===== config.mk =====
export PLATFORM = sky130hd
export DESIGN_NAME = xout_buffer
export DESIGN_NICKNAME = d
export VERILOG_FILES = /design/src/rtl/xout_pkg.sv /design/src/rtl/xout_fifo.sv /design/src/rtl/xout_buffer.sv
export SDC_FILE = /design/constraint.sdc
export NUM_CORES = 1
export LEC_CHECK = 0
export CORE_MARGIN = 2
export CORE_UTILIZATION = 40
export DETAILED_ROUTE_END_ITERATION = 6
export GPL_TIMING_DRIVEN = 0
export PLACE_DENSITY_LB_ADDON = 0.15
export SLEW_MARGIN = 20
export SYNTH_ARGS = -nofsm -noshare
export SYNTH_HDL_FRONTEND = slang
export SYNTH_SLANG_ARGS = --single-unit

===== constraint.sdc =====
create_clock -name clk -period 6.9 [get_ports clk]
set_input_delay 1.38 -clock clk [delete_from_list [all_inputs] [get_ports clk]]
set_output_delay 1.38 -clock clk [all_outputs]
set_load 0.02 [all_outputs]

===== src/rtl/xout_pkg.sv =====
// Shared definitions for the xout_buffer slice: legal upstream words,
// checker state encoding and the legality test.
package xout_pkg;

  localparam logic [3:0] LEGAL_W0 = 4'b0000;
  localparam logic [3:0] LEGAL_W1 = 4'b1010;

  typedef enum logic {
    MON   = 1'b0,
    ALARM = 1'b1
  } chk_state_e;

  function automatic logic is_legal(input logic [3:0] word);
    return (word == LEGAL_W0) || (word == LEGAL_W1);
  endfunction

endpackage


===== src/rtl/xout_fifo.sv =====
// First-word-fall-through FIFO with registered head word, registered valid,
// and a saturating counter of words lost to a full queue.
module xout_fifo #(
  parameter int DEPTH = 4,
  parameter int CNT_W = 8
) (
  input  logic             clk,
  input  logic             rst,
  input  logic             in_en,
  input  logic [3:0]       din,
  output logic [3:0]       dout,
  output logic             dout_vld,
  input  logic             dout_rdy,
  output logic [CNT_W-1:0] drop_cnt
);

  localparam int AW = $clog2(DEPTH);
  localparam logic [AW:0]      PTR_ONE = (AW + 1)'(1);
  localparam logic [CNT_W-1:0] CNT_ONE = CNT_W'(1);

  logic [3:0]       mem_q [DEPTH];
  logic [3:0]       mem_d [DEPTH];
  logic [AW:0]      wr_ptr_q, wr_ptr_d;
  logic [AW:0]      rd_ptr_q, rd_ptr_d;
  logic [3:0]       dout_q, dout_d;
  logic             dout_vld_q, dout_vld_d;
  logic [CNT_W-1:0] drop_cnt_q, drop_cnt_d;

  logic full, empty, rd_en, wr_en, drop;

  // Occupancy flags from pointer comparison; extra MSB distinguishes full from empty.
  always_comb begin
    empty = (wr_ptr_q == rd_ptr_q);
    full  = (wr_ptr_q[AW] != rd_ptr_q[AW]) &&
            (wr_ptr_q[AW-1:0] == rd_ptr_q[AW-1:0]);
  end

  // Next-state for storage, pointers, head register and drop counter.
  // The head word is computed from the post-update memory and read pointer so
  // dout stays a flop yet still shows a word written into an emptying queue.
  always_comb begin
    rd_en      = !empty && dout_rdy;
    wr_en      = in_en && (!full || rd_en);
    drop       = in_en && full && !rd_en;
    mem_d      = mem_q;
    wr_ptr_d   = wr_ptr_q;
    rd_ptr_d   = rd_ptr_q;
    drop_cnt_d = drop_cnt_q;
    if (wr_en) begin
      mem_d[wr_ptr_q[AW-1:0]] = din;
      wr_ptr_d = wr_ptr_q + PTR_ONE;
    end
    if (rd_en) begin
      rd_ptr_d = rd_ptr_q + PTR_ONE;
    end
    if (drop && (drop_cnt_q != '1)) begin
      drop_cnt_d = drop_cnt_q + CNT_ONE;
    end
    dout_d     = mem_d[rd_ptr_d[AW-1:0]];
    dout_vld_d = (wr_ptr_d != rd_ptr_d);
  end

  // State registers; reset clears queued data at once.
  always_ff @(posedge clk or posedge rst) begin
    if (rst) begin
      mem_q      <= '{default: '0};
      wr_ptr_q   <= '0;
      rd_ptr_q   <= '0;
      dout_q     <= '0;
      dout_vld_q <= 1'b0;
      drop_cnt_q <= '0;
    end else begin
      mem_q      <= mem_d;
      wr_ptr_q   <= wr_ptr_d;
      rd_ptr_q   <= rd_ptr_d;
      dout_q     <= dout_d;
      dout_vld_q <= dout_vld_d;
      drop_cnt_q <= drop_cnt_d;
    end
  end

  assign dout     = dout_q;
  assign dout_vld = dout_vld_q;
  assign drop_cnt = drop_cnt_q;

endmodule


===== src/rtl/xout_buffer.sv =====
// Output buffer for the AND-reduce datapath: FIFO plus optional legality
// checker. Define XOUT_BUF_CHECK_EN to build the checker FSM and alarm counter;
// otherwise alarm and alarm_cnt read as zero and clr_alarm is ignored.
module xout_buffer
  import xout_pkg::*;
#(
  parameter int DEPTH = 4,
  parameter int CNT_W = 8
) (
  input  logic             clk,
  input  logic             rst,
  input  logic             in_en,
  input  logic [3:0]       din,
  output logic [3:0]       dout,
  output logic             dout_vld,
  input  logic             dout_rdy,
  input  logic             clr_alarm,
  output logic             alarm,
  output logic [CNT_W-1:0] alarm_cnt,
  output logic [CNT_W-1:0] drop_cnt
);

  xout_fifo #(
    .DEPTH(DEPTH),
    .CNT_W(CNT_W)
  ) u_fifo (
    .clk      (clk),
    .rst      (rst),
    .in_en    (in_en),
    .din      (din),
    .dout     (dout),
    .dout_vld (dout_vld),
    .dout_rdy (dout_rdy),
    .drop_cnt (drop_cnt)
  );

`ifdef XOUT_BUF_CHECK_EN
  localparam logic [CNT_W-1:0] CNT_ONE = CNT_W'(1);

  chk_state_e       state_q, state_d;
  logic [CNT_W-1:0] alarm_cnt_q, alarm_cnt_d;
  logic             illegal;

  // Checker next state; an illegal word takes priority over clr_alarm.
  always_comb begin
    state_d     = state_q;
    alarm_cnt_d = alarm_cnt_q;
    illegal     = in_en && !is_legal(din);
    case (state_q)
      MON: begin
        if (illegal) begin
          state_d     = ALARM;
          alarm_cnt_d = clr_alarm ? CNT_ONE :
                        ((alarm_cnt_q == '1) ? alarm_cnt_q : alarm_cnt_q + CNT_ONE);
        end
      end
      ALARM: begin
        if (illegal) begin
          alarm_cnt_d = clr_alarm ? CNT_ONE :
                        ((alarm_cnt_q == '1) ? alarm_cnt_q : alarm_cnt_q + CNT_ONE);
        end else if (clr_alarm) begin
          state_d     = MON;
          alarm_cnt_d = '0;
        end
      end
      default: begin
        state_d     = MON;
        alarm_cnt_d = '0;
      end
    endcase
  end

  // Checker state and alarm counter registers.
  always_ff @(posedge clk or posedge rst) begin
    if (rst) begin
      state_q     <= MON;
      alarm_cnt_q <= '0;
    end else begin
      state_q     <= state_d;
      alarm_cnt_q <= alarm_cnt_d;
    end
  end

  assign alarm     = (state_q == ALARM);
  assign alarm_cnt = alarm_cnt_q;
`else
  logic unused_clr_alarm;
  assign unused_clr_alarm = clr_alarm;
  assign alarm            = 1'b0;
  assign alarm_cnt        = '0;
`endif

endmodule

# [Word-level counts from Yosys, hierarchy flattened]
# Cells that the tools add are included.
[word_totals] word_cells=42 out_inout_bits=22 ff_bits=35 inputBits=9
[op_classes] addsub=3 n_bitwise=2 n_mux=9 reduce_logical=11 n_eq_ne=5 order_cmp=3
[op_table] cell="bitwise mux 16 bit" count=1
[op_table] cell="two-way mux 16 bit" count=1
[op_table] cell="two-way mux 4 bit" count=3
[op_table] cell="adder 8 x 1 -> 8 bit (second input constant)" count=1
[op_table] cell="binary-select mux 4 bit (select 2 bit)" count=1
[op_table] cell="demux 4 bit (select 2 bit)" count=1
[op_table] cell="inequality test 8 bit (second input constant)" count=1
[op_table] cell="logical AND 1 bit" count=7
[op_table] cell="adder 3 x 1 -> 3 bit (second input constant)" count=2
[op_table] cell=">= comparator 3 bit (second input constant)" count=2
[op_table] cell="two-way mux 3 bit" count=2
[op_table] cell="inverter 2 -> 3 bit" count=2
[op_table] cell="equality test 3 bit" count=1
[op_table] cell="zero test 1 bit" count=3
[op_table] cell="< comparator 3 x 1 -> 1 bit (second input constant)" count=1
[op_table] cell="inequality test 3 bit" count=1
[op_table] cell="equality test 2 bit" count=1
[op_table] cell="logical OR 1 bit" count=1
[op_table] cell="inequality test 1 bit" count=1

# [Depth between registers and ports, before layout]
[logic_depth] ltp_word=10 mapped_depth=7 ltp_nobuf=7

# [Hierarchy]
# From an unflattened synthesis, not the netlist that was laid out.
[hier_totals] cells_unflattened=129 hier_area_um2=1754.2
[modules_own_cells] mod="xout_fifo" area_per_inst_um2=1682.9 n_inst=1 cells_each=119 seq_area_each_um2=875.8
[modules_own_cells] mod="xout_buffer" area_per_inst_um2=71.3 n_inst=1 cells_each=10 seq_area_each_um2=0.0

# [Worst setup path after synthesis]
# No wires, ideal clock.
[synth_timing] path_type="input port to flip-flop" startpoint="input port dout_rdy" endpoint="register u_fifo.dout_vld_q, in the netlist u_fifo.dout_vld" path_buffers=1 setup_time_ns=0.132 arrival_ns=3.041 path_slack_ns=3.728 t_required_ns=6.768 path_stages=5 cell_sequence="clkbuf_1 -> o41ai_1 -> mux2_4 -> xor2_1 -> or3b_1"
[synth_via] elab_chain_len=5 word_cells_on_any_way=6 cone_classes="1 x eq/ne; 2 x mux; 3 x reduce/logical"
[synth_lines] element="from (decl)" line="xout_buffer.sv:16" rtl="input logic dout_rdy,"
[synth_lines] element="logical AND 1 bit" line="xout_fifo.sv:42" rtl="rd_en = !empty && dout_rdy;"
[synth_lines] element="logical OR 1 bit" line="xout_fifo.sv:43" rtl="wr_en = in_en && (!full || rd_en);"
[synth_lines] element="logical AND 1 bit" line="xout_fifo.sv:43"
[synth_lines] element="two-way mux 3 bit" line="xout_fifo.sv:49" rtl="if (wr_en) begin"
[synth_lines] element="named net u_fifo.wr_ptr_d[1]" line="xout_fifo.sv:23" rtl="logic [AW:0] wr_ptr_q, wr_ptr_d;"
[synth_lines] element="inequality test 3 bit" line="xout_fifo.sv:60" rtl="dout_vld_d = (wr_ptr_d != rd_ptr_d);"
[synth_lines] element="named net u_fifo.dout_vld_d" line="xout_fifo.sv:26" rtl="logic dout_vld_q, dout_vld_d;"
[synth_lines] element="to (signal assigned)" line="xout_fifo.sv:77" rtl="dout_vld_q <= dout_vld_d;"
[synth_lines] element="to (decl)" line="xout_fifo.sv:26"
# The timed path passes the listed nets, and every way through them passes these cells.
# A chain may end at the register's enable or synchronous reset.

==> results by group <==
Run status
  • Outcome: complete, no violations

Setup path
  • Crit path from: dout_rdy
  • R2R depth: 5
  • CP endpoint kind: flop
  • R2R Path End: u_fifo.dout[2]$_DFF_PP0_
  • Required @ worst endpoint: 7.05 ns
  • Crit-path max FO: 10
  • Kind of critical path: primary input to flop
  • CP arrival: 3.80 ns
  • Worst reg2reg path startpoint: u_fifo.rd_ptr_q[0]$_DFF_PP0_
  • Startpoint types: primary input
  • R2R setup slack: 4.31 ns

Clock network
  • PostCTS Resize Cnt: 0
  • Register clock-pin slew on the reported worst setup and hold paths: 0.06 ns
  • Clk_lat worst skew: 0.28 ns
  • CTS Hold Buffers Added: 0
  • CTS root buffer: clkbuf_8
  • CTS Sinks: 35
  • Cts bufs inserted: 5
  • CTS tree: built
  • H-tree Lvls: 2
  • Clock buffer depth: 2
  • Post-CTS Setup Bufs: 0

Synthesis
  • Most used DFF post-synth: dfrtp_1
  • Top post-synthesis cells by area: dfrtp_1, mux2_2, mux2i_1
  • Syn Area/Cell: 13.23 µm²
  • Top-area cell type share of the netlist area: 0.4695
  • Yosys cell types: 37
  • Sequential-to-total area share from yosys stat: 0.4695
  • Synth warn: 0
  • Post-Syn Area: 1866 µm²
  • Largest area contributor in the netlist: dfrtp_1
  • Cells after Synth: 141
  • Async set-reset flop share out of synthesis: 1.000
  • Synth Register Bits: 35
  • Post-synth EDFFs: 0

Power and ir drop
  • Pwr Density: 467.6 nW/µm²
  • Design Power: 1.051 mW
  • Maximum vdd drop: 0.1950 mV
  • Pleak: 0.9933 nW

Hold path
  • Hold endpoint: u_fifo.mem_q[2]$_DFF_PP0_
  • Hold path depth: 1
  • Hold wc startpoint: u_fifo.mem_q[2]$_DFF_PP0_
  • Hold/Removal Path Class: flop to flop

STA
  • Final period util: 0.5289
  • Max frequency: 274.0 MHz
  • RSZ-0062 raised after global routing: false
  • Rel. slew slack: 0.4990
  • Worst-Margin Slew: 0.7434 ns
  • Min Clock Period, post-route: 3.649 ns
  • Final setup viols: 0
  • TNS Setup: 0 ns
  • Pins Over Slew Limit: 0
  • Final hold viol count: 0
  • Final Skew: 0.008081 ns

Global route
  • First-pass GRT wire length: 5.361 mm
  • Largest net degree at the start of global routing: 36
  • GRT Total Usage: 0.1372
  • Vias in the first global route: 1169
  • Antenna violations before repair: 0
  • Total grt overflow: 0

Die
  • FP Rows: 24
  • CORE AREA: 4414 µm²
  • Starting Density: 0.4226
  • Die Wd: 72.29 µm
  • Vert. Die Dim: 72.29 µm
  • I/O pin cnt: 31
  • Die area: 5226 µm²

Placed design
  • Post-DP Area: 2161 µm²
  • DP HPWL: 2.352 mm
  • # port buffers: 20
  • GPL Wtd Cong: 0.7036

Layout
  • Fill count: 399
  • # diodes: 0
  • Multi-input gate area: 907.1 µm²
  • Final net count: 191
  • Fin area: 2248 µm²
  • Layout area overhead: 20.52%
  • Sequential Area: 875.8 µm²
  • Layout cell share with drive strength beyond 1: 0.2443

Detailed routing
  • DRT Pass-1 Iters: 4
  • First DRT Iteration DRCs: 55
  • DRC Markers: 0
  • Vias per Instance: 4.825
  • Via Count: 1100
  • Wire per inst: 14.23 µm
  • ANT nets after route: 0
  • WL final: 3.245 mm

Flow run
  • Max-Cap Viols: 0
## registers in the layout, summed over array words and instances, names as in the netlist
register and count:
u_fifo.dout 4, u_fifo.wr_ptr_q 3, u_fifo.drop_cnt 8, u_fifo.rd_ptr_q 3, u_fifo.mem_q 16, u_fifo.dout_vld 1
## routing by layer
metal,vias up,global-route usage,share of wire
met3,2,0.04722,0.048
met2,22,0.2253,0.50
met1,530,0.1665,0.45
met4,0,0.05241,0.0052
li1,546,-,-
met5,-,0,0
## layout make-up
cell class | instances | share of cell area
Clock inverter | 1 | 0.002226
Timing Repair Buffer | 20 | 0.08904
Inverter | 8 | 0.01336
Clock buffer | 6 | 0.03673
Buffer | 11 | 0.03673
Sequential cell | 35 | 0.3895
Tap cell | 52 | 0.02894
Multi-Input combinational cell | 95 | 0.4034
## power by group
part           switching [mW]  leakage (nW)  internal (mW)
logic                   0.293         0.530          0.262
clock network          0.0692        0.0470         0.0782
registers              0.0536         0.416          0.295
total                   0.416         0.993          0.636
## logic make-up (layout without fill, tap and decap cells)
group / after synthesis / after routing / share of synthesized area
other: 1 / 9 / 0.002010
and+or+nand+nor: 20 / 20 / 0.05634
DFF: 35 / 35 / 0.4695
muxes: 28 / 28 / 0.1710
AOI/OAI and AO/OA: 15 / 15 / 0.1066
buffers and inverters: 19 / 46 / 0.06036
xor gates and xnor gates: 17 / 17 / 0.09390
adders and majority gates: 6 / 6 / 0.04024
## critical path, cell delays in order
cell	delay [ns]
clkdlybuf4s50_1	0.47
clkbuf_1	0.29
o41ai_2	0.80
mux2_1	0.40
mux4_2	0.46
## Yosys cell counts (all sizes together) (3+ instances only)
library cell and number:
and2 5, buf 10, dfrtp 35, ha 6, inv 8, mux2 18
mux2i 9, nand2 3, nor2 4, o41ai 5, xnor2 9, xor2 8
## worst max path at each step
stage / end / slack [ns] / depth (start not counted)
after global routing: u_fifo.dout[2]$_DFF_PP0_ / 3.12 / 5
after floorplan: u_fifo.dout_vld$_DFF_PP0_ / 3.73 / 5
after CTS: u_fifo.dout[2]$_DFF_PP0_ / 3.20 / 5
after global placement: u_fifo.dout[2]$_DFF_PP0_ / 2.95 / 5
after detailed placement: u_fifo.dout[2]$_DFF_PP0_ / 2.90 / 5
final: u_fifo.dout[2]$_DFF_PP0_ / 3.25 / 5
## through the flow
step / worst slack (ns) / hold WS [ns] / std cells / util
after floorplan: 3.728 / 0.4562 / 149 / -
after global placement: 2.951 / 0.4653 / 221 / 0.4895
after detailed placement: 2.899 / 0.4801 / 221 / 0.4895
after CTS: 3.201 / 0.4942 / 228 / 0.5094
after global routing: 3.124 / 0.5126 / 228 / 0.5094
final: 3.251 / 0.4897 / 228 / 0.5094
## cell usage in the layout, fill, tap and decap left out, types with 5 or more instances in the layout
cell type,synthesis,final
xnor2_1,9,9
xor2_1,6,6
buf_4,9,9
inv_1,8,7
and2_1,5,5
mux2_2,13,13
ha_1,6,6
mux2i_1,9,9
dfrtp_1,35,35
conb_1,1,9
clkbuf_8,0,6
clkdlybuf4s50_1,0,20
Power figures use the tool's default switching activity.
